### src/rtl/pool_pkg.sv
// pool_pkg: fp16 constants, mode, state and alu op encodings shared by the pooling path
package pool_pkg;
  localparam logic [15:0] FP16_ZERO    = 16'h0000;
  localparam logic [15:0] FP16_NEG_INF = 16'hFC00;
  localparam logic [15:0] FP16_QNAN    = 16'h7E00;
  localparam logic MODE_MAX = 1'b0;
  localparam logic MODE_AVG = 1'b1;
  typedef enum logic [1:0] {IDLE, ACCUM, SCALE, DONE} state_t;
  typedef enum logic [1:0] {OP_MAX, OP_ADD, OP_MUL} alu_op_t;
endpackage

### src/rtl/fp16_alu.sv
// fp16_alu: combinational fp16 max/add/mul (op, a, b -> y) with flush-to-zero, RNE, canonical NaN
module fp16_alu
  import pool_pkg::*;
(
  input  alu_op_t     op,
  input  logic [15:0] a,
  input  logic [15:0] b,
  output logic [15:0] y
);
  function automatic logic [3:0] lzc(input logic [13:0] v);
    lzc = 4'd14;
    for (int i = 0; i < 14; i++) lzc = v[i] ? 4'(13 - i) : lzc;
  endfunction
  function automatic logic [15:0] pack(input logic s, input logic signed [7:0] e, input logic [13:0] n);
    logic [11:0] m;
    logic signed [7:0] x;
    m = {1'b0, n[13:3]} + {11'b0, n[2] & (n[3] | n[1] | n[0])};
    x = m[11] ? e + 8'sd1 : e;
    m = m[11] ? m >> 1 : m;
    return x > 8'sd30 ? {s, 15'h7C00} : x < 8'sd1 ? {s, 15'h0000} : {s, x[4:0], m[9:0]};
  endfunction
  logic              an, bn, ai, bi, az, bz, sw, sp;
  logic [15:0]       fa, fb, bg, sm, ka, kb, add_y, mul_y;
  logic [4:0]        d;
  logic [26:0]       sh;
  logic [13:0]       big, sml, nrm;
  logic [14:0]       sum;
  logic [3:0]        lz;
  logic [21:0]       p;
  logic signed [7:0] ae, me;
  always_comb begin
    an = &a[14:10] & |a[9:0];
    bn = &b[14:10] & |b[9:0];
    ai = &a[14:10] & ~|a[9:0];
    bi = &b[14:10] & ~|b[9:0];
    az = ~|a[14:10];
    bz = ~|b[14:10];
    sp = a[15] ^ b[15];
    fa = az ? {a[15], 15'h0} : a;
    fb = bz ? {b[15], 15'h0} : b;
    ka = fa[15] ? ~fa : {1'b1, fa[14:0]};
    kb = fb[15] ? ~fb : {1'b1, fb[14:0]};
    sw = fb[14:0] > fa[14:0];
    bg = sw ? fb : fa;
    sm = sw ? fa : fb;
    d = bg[14:10] - sm[14:10];
    sh = {1'b1, sm[9:0], 16'h0} >> (d > 5'd15 ? 5'd15 : d);
    big = {1'b1, bg[9:0], 3'b0};
    sml = sh[26:13] | {13'b0, |sh[12:0]};
    sum = bg[15] == sm[15] ? {1'b0, big} + {1'b0, sml} : {1'b0, big} - {1'b0, sml};
    lz = lzc(sum[13:0]);
    nrm = sum[14] ? sum[14:1] | {13'b0, sum[0]} : sum[13:0] << lz;
    ae = sum[14] ? $signed({3'b0, bg[14:10]}) + 8'sd1 : $signed({3'b0, bg[14:10]}) - $signed({4'b0, lz});
    add_y = sum == 15'h0 ? FP16_ZERO : pack(bg[15], ae, nrm);
    p = 22'({1'b1, a[9:0]}) * 22'({1'b1, b[9:0]});
    me = $signed({3'b0, a[14:10]}) + $signed({3'b0, b[14:10]}) - 8'sd15 + $signed({7'b0, p[21]});
    mul_y = pack(sp, me, p[21] ? {p[21:9], |p[8:0]} : {p[20:8], |p[7:0]});
    y = op == OP_MAX ? (an | bn ? FP16_QNAN : ka >= kb ? fa : fb)
      : op == OP_ADD ? (an | bn | (ai & bi & sp) ? FP16_QNAN : ai ? a : bi ? b
                        : az & bz ? {a[15] & b[15], 15'h0} : az ? b : bz ? a : add_y)
      : (an | bn | (ai & bz) | (az & bi) ? FP16_QNAN : ai | bi ? {sp, 15'h7C00}
         : az | bz ? {sp, 15'h0} : mul_y);
  end
endmodule

### src/rtl/pool_kxk_stream.sv
// pool_kxk_stream: streams a ksize x ksize fp16 window (in_valid/in_ready) into one MAX or scaled-AVG result om with pool_valid/err
module pool_kxk_stream
  import pool_pkg::*;
#(
  parameter int KMAX  = 13,
  parameter int CNT_W = $clog2(KMAX * KMAX + 1)
) (
  input  logic        clk,
  input  logic        rst_n,
  input  logic        pool_ready,
  input  logic [3:0]  ksize,
  input  logic        mode,
  input  logic [15:0] avg_scale,
  input  logic        in_valid,
  input  logic [15:0] in_data,
  output logic        in_ready,
  output logic [15:0] om,
  output logic        pool_valid,
  output logic        err
);
  state_t             state, state_d;
  alu_op_t            op;
  logic [3:0]         k_q;
  logic               mode_q, err_q, bad, acc_en, last;
  logic [15:0]        scale_q, acc, alu_b, alu_y;
  logic [CNT_W-1:0]   cnt;
  assign bad        = ksize == 4'd0 || int'(ksize) > KMAX;
  assign acc_en     = state == ACCUM && in_valid;
  assign last       = cnt == CNT_W'(int'(k_q) * int'(k_q) - 1);
  assign in_ready   = state == ACCUM;
  assign pool_valid = state == DONE;
  assign err        = pool_valid & err_q;
  assign op         = state == SCALE ? OP_MUL : mode_q == MODE_AVG ? OP_ADD : OP_MAX;
  assign alu_b      = state == SCALE ? scale_q : in_data;
  fp16_alu u_alu (.op(op), .a(acc), .b(alu_b), .y(alu_y));
  always_comb begin
    state_d = state == IDLE  ? (pool_ready ? (bad ? DONE : ACCUM) : IDLE)
            : state == ACCUM ? (acc_en && last ? (mode_q == MODE_AVG ? SCALE : DONE) : ACCUM)
            : state == SCALE ? DONE
            : IDLE;
  end
  always_ff @(posedge clk) begin
    if (!rst_n) state <= IDLE;
    else state <= state_d;
  end
  always_ff @(posedge clk) begin
    if (!rst_n) begin
      acc     <= FP16_ZERO;
      cnt     <= '0;
      om      <= FP16_ZERO;
      err_q   <= 1'b0;
      k_q     <= 4'd0;
      mode_q  <= MODE_MAX;
      scale_q <= FP16_ZERO;
    end else begin
      if (state == IDLE && pool_ready) begin
        k_q     <= ksize;
        mode_q  <= mode;
        scale_q <= avg_scale;
        err_q   <= bad;
        cnt     <= '0;
        acc     <= mode == MODE_MAX ? FP16_NEG_INF : FP16_ZERO;
        if (bad) om <= FP16_ZERO;
      end
      if (acc_en) begin
        acc <= alu_y;
        cnt <= cnt + CNT_W'(1);
        if (last && mode_q == MODE_MAX) om <= alu_y;
      end
      if (state == SCALE) om <= alu_y;
    end
  end
endmodule

### config.mk
export PLATFORM = sky130hd
export DESIGN_NAME = pool_kxk_stream
export DESIGN_NICKNAME = d
export VERILOG_FILES = /design/src/rtl/pool_pkg.sv /design/src/rtl/fp16_alu.sv /design/src/rtl/pool_kxk_stream.sv
export SDC_FILE = /design/constraint.sdc
export NUM_CORES = 1
export LEC_CHECK = 0
export CORE_ASPECT_RATIO = 0.7
export CORE_MARGIN = 2
export CORE_UTILIZATION = 30
export CTS_CLUSTER_SIZE = 20
export DETAILED_ROUTE_END_ITERATION = 12
export GPL_TIMING_DRIVEN = 0
export PLACE_DENSITY_LB_ADDON = 0.25
export SLEW_MARGIN = 0
export SYNTH_ARGS = -nofsm -noshare
export SYNTH_HDL_FRONTEND = slang
export SYNTH_SLANG_ARGS = --single-unit
### constraint.sdc
create_clock -name clk -period 14 [get_ports clk]
set_input_delay 2.1 -clock clk [delete_from_list [all_inputs] [get_ports clk]]
set_output_delay 2.1 -clock clk [all_outputs]
set_load 0.01 [all_outputs]
; Word level (Yosys, flattened, before mapping)
; Cells that the tools add are included.
; Widths: inputs -> output; s select.
[word_totals]
regBits = 64
in_bits = 41
out_inout_bits = 19
[classes]
addsub = 14
mul = 2
order_cmp = 8
eq_ne = 6
shift = 2
n_mux = 67
bitwise = 29
n_reduce_logical = 23
[op_table]
columns = cell, count
row1 = $mux 16, 25
row2 = $mux 15, 9
row3 = $mux 4, 13
row4 = $mux 8, 5
row5 = $not 16->16, 2
row6 = $mux 14, 2
row7 = $or 14x1->14, 2
row8 = $shr 27x5->27, 1
row9 = $add 11x1->12, 2
row10 = $mul 11x11->22, 1
row11 = $mux 10, 2
row12 = $reduce_or 10->1, 2
row13 = $add 8x2->8 const B, 2
row14 = $ge 16x16->1, 1
row15 = $gt 8x6->1 const B, 2
row16 = $lt 8x2->1 const B, 2
row17 = $mux 2, 8
row18 = $add 14x14->15, 1
row19 = $gt 15x15->1, 1
row20 = $logic_not 15->1, 1
row21 = $sub 14x14->15, 1
row22 = $shl 14x4->14, 1
row23 = $and 1x1->1, 13
row24 = $reduce_or 13->1, 1
row25 = 30 further kinds, 51

; Depth between registers and ports, before layout
; Gate-level depths: netlist (run 1).
[depth]
ltp_word = 50
mapped_depth = 61
ltp_nobuf = 57

; Cells and area by module
; From an unflattened synthesis (run 1), not the netlist that was laid out.
[unflattened]
cells_unflattened = 1995
hier_area_um2 = 14756.7
[by_module_without_submodules]
columns = module, instances, cells_each, area_per_inst_um2
row1 = fp16_alu, 1, 1653, 11652.4
row2 = pool_kxk_stream, 1, 342, 3104.2

; Worst setup path before layout (run 1)
; No wires, ideal clock.
[synth_path]
kind = input-to-reg
start = in in_data[14]
end = reg acc[3]
t_arrival_ns = 12.700
required_time_ns = 13.878
path_slack_ns = 1.178
path_stages = 56
path_cell_list = nor3_1 -> nand3_1 -> nand2_1 -> clkbuf_1 -> nor2_1 -> ha_1 -> inv_1 -> nor4_1 -> o31a_1 -> or3_1 -> o21a_2 -> a211oi_1 -> nor2_1 -> ha_1 -> o31a_1 -> nor4_2 -> buf_2 -> nor2_1 -> [20 not listed] -> o211ai_1 -> a221o_1 -> buf_4 -> buf_6 -> buf_6 -> fa_1 -> xnor2_1 -> nand3_1 -> o21ai_0 -> a21o_1 -> nor3_1 -> nand2_1 -> a2111o_1 -> o21a_1 -> nand4_1 -> o31ai_2 -> and3_1 -> o311a_1
[synth_via]
elab_chain_cells = 47
word_cells_on_any_way = 90
cone_classes = add/sub: 11 / order compare: 7 / eq/ne: 1 / shift: 2 / mux: 45 / bitwise: 19 / reduce/logical: 5
[synth_rtl]
columns = element, line_no
row1 = start: declaration, pool_kxk_stream.sv:15  ; input logic [15:0] in_data,
row2 = $mux 16 *, pool_kxk_stream.sv:34  ; assign alu_b = state == SCALE ? scale_q : in_data;
row3 = $reduce_or 5->1, fp16_alu.sv:37  ; bz = ~|b[14:10];
row4 = $mux 15, fp16_alu.sv:40  ; fb = bz ? {b[15], 15'h0} : b;
row5 = $gt 15x15->1, fp16_alu.sv:43  ; sw = fb[14:0] > fa[14:0];
row6 = $mux 16 (on tied branches), "fp16_alu.sv:44, fp16_alu.sv:45"
row7 = $sub 5x5->5, fp16_alu.sv:46  ; d = bg[14:10] - sm[14:10];
row8 = $gt 5x4->1, fp16_alu.sv:47  ; sh = {1'b1, sm[9:0], 16'h0} >> (d > 5'd15 ? 5'd15 : d);
row9 = $mux 5, fp16_alu.sv:47
row10 = [25 not listed], --
row11 = $mux 8, fp16_alu.sv:18  ; x = m[11] ? e + 8'sd1 : e;
row12 = $lt 8x2->1, fp16_alu.sv:20  ; return x > 8'sd30 ? {s, 15'h7C00} : x < 8'sd1 ? {s, 15'h0000} : {s, x[4:0], m[9:0]};
row13 = $mux 15 (2 in series), fp16_alu.sv:20
row14 = $mux 16, fp16_alu.sv:54  ; add_y = sum == 15'h0 ? FP16_ZERO : pack(bg[15], ae, nrm);
row15 = $mux 16 (3 in series), fp16_alu.sv:60  ; : az & bz ? {a[15] & b[15], 15'h0} : az ? b : bz ? a : add_y)
row16 = $mux 16 (4 in series), fp16_alu.sv:59  ; : op == OP_ADD ? (an | bn | (ai & bi & sp) ? FP16_QNAN : ai ? a : bi ? b
row17 = $mux 16 *, fp16_alu.sv:58  ; y = op == OP_MAX ? (an | bn ? FP16_QNAN : ka >= kb ? fa : fb)
row18 = $mux 16 *, pool_kxk_stream.sv:65  ; if (acc_en) begin
row19 = end signal: assignment, pool_kxk_stream.sv:62  ; acc <= mode == MODE_MAX ? FP16_NEG_INF : FP16_ZERO;
row20 = end signal: assignment, pool_kxk_stream.sv:66  ; acc <= alu_y;
row21 = end: declaration, pool_kxk_stream.sv:25  ; logic [15:0] scale_q, acc, alu_b, alu_y;
; Mark *: on every way between the ends. The rest lies on a longest branch, timed or not.
; A chain may end at the register's enable or synchronous reset.

; Worst setup path after layout (run 1)
[layout_path]
start = in in_data[12]
end = reg acc[1]
; The elaborated chain is that of the path after synthesis.

==> impl_metrics.tcl, run 1 <==
set metrics [dict create \
    crit_family "compound AO/OA/AOI/OAI gates" \
    setup_viol_count_final 0 \
    die_w_um 272 \
    yosysTopAreaCellShare 0.110 \
    crit_top_cell "buf_6" \
    worstPathArrival_ps 13670 \
    p_clk_frac 0.092 \
    hpwl_um 49300 \
    power_density_nw_per_um2 155 \
    p_leak_uw 0.00752 \
    slowest_stage "or4_4" \
    antenna_found_initial 0 \
    grt_pass1_wl_um 92500 \
    ys_seq_area_frac 0.0847 \
    root_buffer "clkbuf_16" \
    fillers 5285 \
    yosysWarnings 0 \
    syn_nets 2340 \
    min_period_ps 13470 \
    antenna_left 0 \
    p_seq_frac 0.075 \
    grt_pass1_vias 15100 \
    multi_input_area_um2 13300 \
    synthArstFlopShare 0 \
    slew_violations 0 \
    num_vias 16500 \
    grt.overflow.total 0 \
    final.setup_skew_ps 11.9 \
    grt_max_degree 13 \
    rsz0062_at_grt "false" \
    start_util 0.306 \
    synth_edf_count 0 \
    layout-drive-gt1-share 0.101 \
    synthFlopType "dfxtp_1" \
    avgSynthCellArea_um2 7.26 \
    p_int_uw 1140 \
    core_um2 49500 \
    end_kind "flop" \
    io_buffers 58 \
    ioPinCount 60 \
    syn_inst 2084 \
    num_rows 68 \
    diodes 0 \
    cts_tree "done" \
    areaGrowthSynthToFinish_pct 16.6 \
    drt_pass1_iterations 7 \
    cts_buffers 9 \
    critPathLaunchType "input port" \
    power_uw 2740 \
    fmax_mhz 74.2 \
    path_buf_inv 10 \
    p_sw_frac 0.583 \
    worstPathRequired_ps 14200 \
    wire_per_inst_um 21.3 \
    worst_pin_slew_ps 1140 \
    status "complete, no violations" \
    min_path_type "flop to flop" \
    synth_area_um2 15100 \
    synthTopCellsByArea "fa_1 (11%), ha_1 (11%), dfxtp_1 (8.5%)" \
    yosys.area.top_type "fa_1" \
    finish.utilization 0.356 \
    switchingPower_uw 1600 \
    dp.cells 2808 \
    fp.dieH_um 192 \
    hold_slack_ps 453 \
    hold_viol 0 \
    vdd_drop_max_mv 0.0688 \
    drc 0 \
    cts_hold_buffers 0 \
    drt_iter0_drc 1713 \
    finalCritPeriodShare 0.962 \
    cts.sinks 64 \
    crit_fanout 11 \
    path_clk_slew_ps 60 \
    cts_buffer_depth 2 \
    power.share.combinational 0.832 \
    worstSetupPathType "input port to flop" \
    die_area_um2 52300 \
    seq_area_um2 1280 \
    max_slew_margin 0.221 \
    synth_seq_cells 64 \
    place.gp.congestion 0.964 \
    htreeDepth 3 \
    vias_per_cell 5.79 \
    finalNetCount 2433 \
    grt_usage 0.229 \
    stdcell_count 2847 \
    clock_latency_ps 360 \
    detail_route.wirelength_um 60600 \
    cap_violations 0 \
    max_stage_delay_ps 560 \
    yosys.cell_types.count 112 \
]
==> stage by stage <==
stage	setup TNS, ps	cell area (µm²)	setup slack, ps
2_1_floorplan	0	15100	1180
3_3_place_gp	-48910	16500	-2970
3_5_place_dp	-50090	16500	-3040
4_1_cts	0	17200	4.33
5_1_grt	0	17600	11.5
6_report	0	17600	530
==> placed cells by master (no fill, tap or decap), drive strengths merged, types with 10 or more instances in the layout <==
cell type      Yosys  final
clkbuf            79     85
nand4             16     16
a22oi             11     11
o211ai            27     27
a31oi             22     22
o21a              16     16
nor2             183    183
nand3             61     61
o221ai            12     12
a221oi            10     10
nor2b             20     20
fa                83     83
o21ai            121    121
xor2              24     24
xnor2             75     75
and3              25     25
clkdlybuf4s50      0     53
nand2b            24     24
dfxtp             64     64
a21oi            151    151
nand2            265    265
nor3              43     43
a21o              31     31
nor4              23     23
a311oi            10     10
inv              168    169
and2              67     67
o31ai             25     25
or3               15     15
ha               132    132
o22ai             10     10
o211a             14     14
buf               25     52
mux2i             44     44
mux2              21     21
o21bai            10     10
a211oi            24     24
==> area by class of cell <==
class                      count  share of cell area
timing repair buffer          84              0.0447
tap                          665              0.0472
clock buffer                   9              0.0128
clock inverter                 7             0.00539
multi-input combinational   1744               0.752
sequential                    64              0.0726
inverter                     172              0.0369
buffer                       102              0.0281
==> kinds of logic (layout without fill, tap and decap cells) <==
logic type | after synthesis | count (layout) | synth area share
xor+xnor | 99 | 99 | 0.0573
buf+inv | 276 | 374 | 0.0731
simple gates | 776 | 776 | 0.251
mux | 66 | 66 | 0.0462
fa+ha+maj | 215 | 215 | 0.219
compound gates | 588 | 588 | 0.268
flops | 64 | 64 | 0.0847
==> Yosys cell counts (31+ instances only) <==
cell / count
nor3_1: 43
a21o_1: 31
inv_1: 166
nand3_1: 60
and2_1: 66
ha_1: 132
clkbuf_1: 79
nand2_1: 262
o21ai_0: 95
mux2i_1: 44
dfxtp_1: 64
fa_1: 83
nor2_1: 178
xnor2_1: 75
a21oi_1: 150
==> power groups by stage <==
stage,Combinational [µW],Sequential (µW),Clock [µW]
floorplan,1510,203,0
global placement,2100,209,0
detailed placement,2100,209,0
CTS,2170,205,256
global route,2460,207,265
finish,2280,206,253
==> registers in the layout, summed over array words and instances (netlist names) <==
signal	cells
om	16
acc	16
k_q	4
state	2
cnt	8
scale_q	16
err_q	1
mode_q	1
==> path summary, 6_finish.rpt <==
kind	from	to	slack, ps	cells after the start
min	scale_q[3]	scale_q[3]	450	2
max	in_data[12]	acc[1]	530	50
max reg2reg	state[0]	acc[1]	600	49
min reg2reg	scale_q[3]	scale_q[3]	450	2
==> tightest hold or removal path: cells and delay by family (launching register included) <==
family | cells | cell delay, ps
compound gates | 1 | 50
flops | 1 | 300
simple gates | 1 | 50
==> timing repair <==
item                                    in CTS  in global routing
gates resized for setup                     61                 80
hold endpoints to repair                     0                  0
endpoints found under the setup margin      24                 30
pin swaps                                   12                 23
setup buffers                               11                 14
==> metal layers <==
layer,vias to the layer above,wire [µm],global-route usage
li1,7635,-,-
met1,8077,30900,0.367
met2,734,23400,0.310
met3,49,5520,0.0433
met4,0,795,0.0378
met5,-,0,0
Note: power is estimated with default switching activity, not from simulation.
==> run 2, diff against run 1 <==
PLACE_DENSITY = 0.46   (was not set)
PLACE_DENSITY_LB_ADDON = not set   (was 0.25)
==> impl_metrics.tcl, run 2 (synthesis gave the netlist of run 1 again) <==
set metrics [dict create \
    num_vias 16400 \
    worstPathRequired_ps 14210 \
    path_buf_inv 8 \
    final.setup_skew_ps 6.60 \
    fmax_mhz 73.5 \
    io_buffers 58 \
    final_common_cell "nand2_1" \
    power_density_nw_per_um2 156 \
    grt_pass1_wl_um 95900 \
    switchingPower_uw 1600 \
    finalCritPeriodShare 0.972 \
    largestRegisters "acc (16), om (16), scale_q (16)" \
    drt_iter0_drc 1895 \
    ioPinCount 60 \
    p_clk_frac 0.093 \
    setup_viol_count_final 0 \
    core_um2 49500 \
    worstSetupPathType "input port to flop" \
    min_period_ps 13600 \
    grt.overflow.total 0 \
    cts_tree "done" \
    power.share.combinational 0.832 \
    die_w_um 272 \
    r2r_cells 56 \
    p_leak_uw 0.00755 \
    critPathLaunchType "input port" \
    end_kind "flop" \
    path_clk_slew_ps 60 \
    crit_fanout 11 \
    clock_latency_ps 360 \
    dp.cells 2807 \
    htreeDepth 3 \
    drc 0 \
    worstPathArrival_ps 13810 \
    stdcell_count 2860 \
    fp.dieH_um 192 \
    layout-drive-gt1-share 0.104 \
    r2r_slack_ps 580 \
    cts_buffer_depth 2 \
    max_stage_delay_ps 520 \
    cts_hold_buffers 0 \
    detail_route.wirelength_um 63200 \
    slowest_stage "clkdlybuf4s50_1" \
    hold_end "om[6]" \
    place.gp.congestion 0.949 \
    vias_per_cell 5.75 \
    wire_per_inst_um 22.1 \
    worst_pin_slew_ps 1100 \
    hold_depth 2 \
    crit_top_cell "nor2_1" \
    hpwl_um 51100 \
    grt_usage 0.240 \
    holdCritStartpoint "om[6]" \
    crit_family "compound AO/OA/AOI/OAI gates" \
    cts.sinks 64 \
    die_area_um2 52300 \
    max_slew_margin 0.263 \
    grt_max_degree 13 \
    status "complete, no violations" \
    drt_pass1_iterations 7 \
    rr_startpoint "state[0]" \
    num_rows 68 \
    final_cell_mix "nand2_1 (259), nor2_1 (169), inv_1 (163)" \
    hold_viol 0 \
    antenna_left 0 \
    cts_buffers 9 \
    start_util 0.306 \
    hold_slack_ps 444 \
    areaGrowthSynthToFinish_pct 16.8 \
    slew_violations 0 \
    grt_pass1_vias 15400 \
    root_buffer "clkbuf_16" \
    antenna_found_initial 3 \
    vdd_drop_max_mv 0.0552 \
    cap_violations 0 \
    p_seq_frac 0.075 \
    min_path_type "flop to flop" \
    p_sw_frac 0.580 \
    r2r-end "acc[1]" \
    p_int_uw 1160 \
    finalNetCount 2444 \
]
## run 2: cell count changes in the layout (fill, tap and decap cells not counted), sizes merged
cell / delta
clkbuf: +2
clkdlybuf4s50: +1
buf: +10
diode: +2
clkinvlp: -1
dlymetal6s2s: -1
## run 2: per-stage QoR
stage                      util  TNS, ps  total power (µW)  setup WS [ps]  instance area, µm²
after floorplan               -        0              1720           1180               15100
after global placement    0.334   -54260              2330          -3170               16500
after detailed placement  0.334   -52670              2310          -3080               16500
after CTS                 0.348        0              2640           25.3               17300
after global routing      0.357    -30.3              2970          -30.3               17700
final                     0.357        0              2760            397               17700
## run 2: routing by layer
layer | wire length (µm) | up-vias | track usage
met4 | 1150 | 2 | 0.0454
met1 | 31900 | 7911 | 0.371
li1 | - | 7643 | -
met3 | 6560 | 79 | 0.0686
met5 | 8 | - | 0
met2 | 23600 | 797 | 0.320
## run 2: cell type report
cell class                 instances  area (µm²)
clock buffer                      10         239
inverter                         172         652
timing repair buffer              95         868
clock inverter                     6        91.3
buffer                           102         492
antenna                            2        5.00
fill                            5308       31900
tap                              665         832
multi-input combinational       1744       13200
sequential                        64        1280
## run 2: worst max-delay path by stage
stage	from	endpoint	slack (ps)	cells past startpoint
after floorplan	in_data[14]	acc[3]	1180	56
after global placement	in_data[10]	acc[1]	-3170	57
after detailed placement	in_data[12]	acc[1]	-3080	55
after CTS	in_data[12]	acc[3]	30	57
after global routing	in_data[10]	acc[1]	-30	54
final	in_data[10]	acc[1]	400	54
## run 2: timing repair
action                     in CTS  in global routing
setup endpoints to repair      25                 30
pin swaps                      14                 22
setup buffers                  15                 22
resized for setup              59                 70
## run 2: worst reg2reg max path, delay by kind of cell (launching register included)
| family | cells | cell delay (ps) |
|---|---|---|
| mux | 1 | 380 |
| xor+xnor | 2 | 510 |
| simple gates | 15 | 2350 |
| compound gates | 25 | 5740 |
| fa+ha+maj | 4 | 1580 |
| buf+inv | 9 | 2160 |
| flops | 1 | 540 |
## run 2: power by group through the flow
stage	Clock (µW)	Combinational, µW	Sequential, µW
floorplan	0	1510	203
global placement	0	2120	209
detailed placement	0	2100	209
CTS	261	2170	206
global route	269	2490	207
finish	257	2300	206
==> run 3, diff against run 2 <==
PLACE_DENSITY = 0.49   (was 0.46)
clock period = 16.82 ns   (was 14 ns; I/O delays follow)
==> impl_metrics.tcl, run 3 (synthesis gave the netlist of run 1 again) <==
set metrics [dict create \
    cts_tree "done" \
    htreeDepth 3 \
    layout-drive-gt1-share 0.0621 \
    status "complete, no violations" \
    worstPathRequired_ps 17020 \
    hold_viol 0 \
    clock_latency_ps 370 \
    setup_ws_ps 538 \
    num_rows 68 \
    critPathLaunchType "input port" \
    cts_buffer_depth 2 \
    largestRegisters "acc (16), om (16), scale_q (16)" \
    seq_area_um2 1280 \
    path_depth 55 \
    ioPinCount 60 \
    slowest_stage "mux2i_2" \
    final.setup_skew_ps 9.92 \
    pre_cts_ws_ps -649 \
    drt_pass1_iterations 5 \
    final_cell_mix "nand2_1 (261), nor2_1 (177), inv_1 (166)" \
    drc 0 \
    startpoint "in_data[12]" \
    final_common_cell "nand2_1" \
    crit_end "acc[6]" \
    p_leak_uw 0.00723 \
    holdCritStartpoint "err_q" \
    worst_pin_slew_ps 1370 \
    power.share.combinational 0.830 \
    antenna_left 0 \
    die_w_um 272 \
    r2r_cells 59 \
    p_seq_frac 0.078 \
    wire_per_inst_um 21.6 \
    switchingPower_uw 1290 \
    detail_route.wirelength_um 61000 \
    end_kind "flop" \
    rsz0062_at_grt "false" \
    max_stage_delay_ps 800 \
    hpwl_um 50200 \
    rr_startpoint "state[0]" \
    cts_hold_buffers 0 \
    r2r-end "acc[6]" \
    grt.overflow.total 0 \
    root_buffer "clkbuf_16" \
    p_int_uw 895 \
    cts.sinks 64 \
    grt_pass1_vias 15000 \
    fmax_mhz 61.4 \
    path_clk_slew_ps 60 \
    vdd_drop_max_mv 0.0512 \
    min_period_ps 16280 \
    cts_buffers 9 \
    fin_area_um2 17000 \
    core_um2 49500 \
    finalCritPeriodShare 0.968 \
    vias_per_cell 5.69 \
    num_vias 16100 \
    crit_fanout 11 \
    setup_viol_count_final 0 \
    slew_violations 0 \
    crit_family "compound AO/OA/AOI/OAI gates" \
    fillers 5392 \
    hold_slack_ps 454 \
    grt_pass1_wl_um 92400 \
    cap_violations 0 \
    die_area_um2 52300 \
    place.gp.congestion 0.965 \
    diodes 0 \
    r2r_slack_ps 1300 \
    multi_input_area_um2 12800 \
    grt_max_degree 14 \
    io_buffers 58 \
    min_path_type "flop to flop" \
    power_density_nw_per_um2 129 \
    drt_iter0_drc 1702 \
    antenna_found_initial 3 \
    worstPathArrival_ps 16480 \
    worstSetupPathType "input port to flop" \
    post_cts_buffers 0 \
    finalNetCount 2409 \
    areaGrowthSynthToFinish_pct 12.1 \
    path_buf_inv 8 \
    max_slew_margin 0.0772 \
    p_clk_frac 0.092 \
    post_dp_cell_area_um2 16500 \
    fp.dieH_um 192 \
    p_sw_frac 0.591 \
    start_util 0.306 \
    grt_usage 0.231 \
    power_uw 2190 \
]
[run 3: cell count changes in the layout (fill, tap and decap cells not counted), sizes merged]
cell and change:
dlymetal6s2s -4, diode -2, buf -37, clkbuf +1, clkinvlp +2, clkdlybuf4s50 +4, bufinv -1
[run 3: cell type report]
cell class / count / area share
buffer: 104 / 0.0272
clock buffer: 9 / 0.0133
clock inverter: 7 / 0.00480
inverter: 172 / 0.0382
multi-input combinational: 1744 / 0.758
sequential: 64 / 0.0755
tap: 665 / 0.0491
timing repair buffer: 58 / 0.0342
[run 3: what timing repair did]
action                     in CTS  in global routing
setup endpoints to repair       7                 19
gates resized for setup         4                 18
pin swaps                       0                  0
[run 3: power groups by stage]
stage          logic (µW)  clock network (µW)  registers [µW]
2_1_floorplan        1260                   0             169
3_3_place_gp         1750                   0             174
3_5_place_dp         1740                   0             174
4_1_cts              1760                 203             171
5_1_grt              1970                 210             172
6_report             1820                 201             171
[run 3: per-layer routing]
layer | vias up | global-route usage | wire (µm)
li1 | 7578 | - | -
met3 | 59 | 0.0656 | 5870
met4 | 4 | 0.0363 | 706
met5 | - | 0 | 32
met2 | 649 | 0.305 | 22900
met1 | 7764 | 0.363 | 31400
[run 3: worst reg2reg max path, delay by kind of cell (launching register included)]
| kind | cells | cell delay (ps) |
|---|---|---|
| compound gates | 25 | 6150 |
| buf+inv | 11 | 3100 |
| simple gates | 15 | 3060 |
| fa+ha+maj | 5 | 1590 |
| mux | 2 | 830 |
| flops | 1 | 490 |
| xor+xnor | 1 | 140 |
[run 3: through the flow]
| stage | std cells | TNS (ps) | util |
|---|---|---|---|
| 4_1_cts | 2823 | 0 | 0.341 |
| 5_1_grt | 2823 | 0 | 0.342 |
| 6_report | 2823 | 0 | 0.342 |
| 3_3_place_gp | 2807 | -4970 | 0.334 |
| 2_1_floorplan | 2084 | 0 | - |
| 3_5_place_dp | 2807 | -4010 | 0.334 |
[run 3: how the worst min path moves through the flow]
| stage | cells past startpoint | slack, ps | end |
|---|---|---|---|
| 6_report | 2 | 450 | err_q |
| 5_1_grt | 2 | 470 | scale_q[0] |
| 4_1_cts | 2 | 450 | err_q |
| 3_5_place_dp | 2 | 440 | err_q |
| 3_3_place_gp | 2 | 440 | err_q |
| 2_1_floorplan | 2 | 430 | err_q |
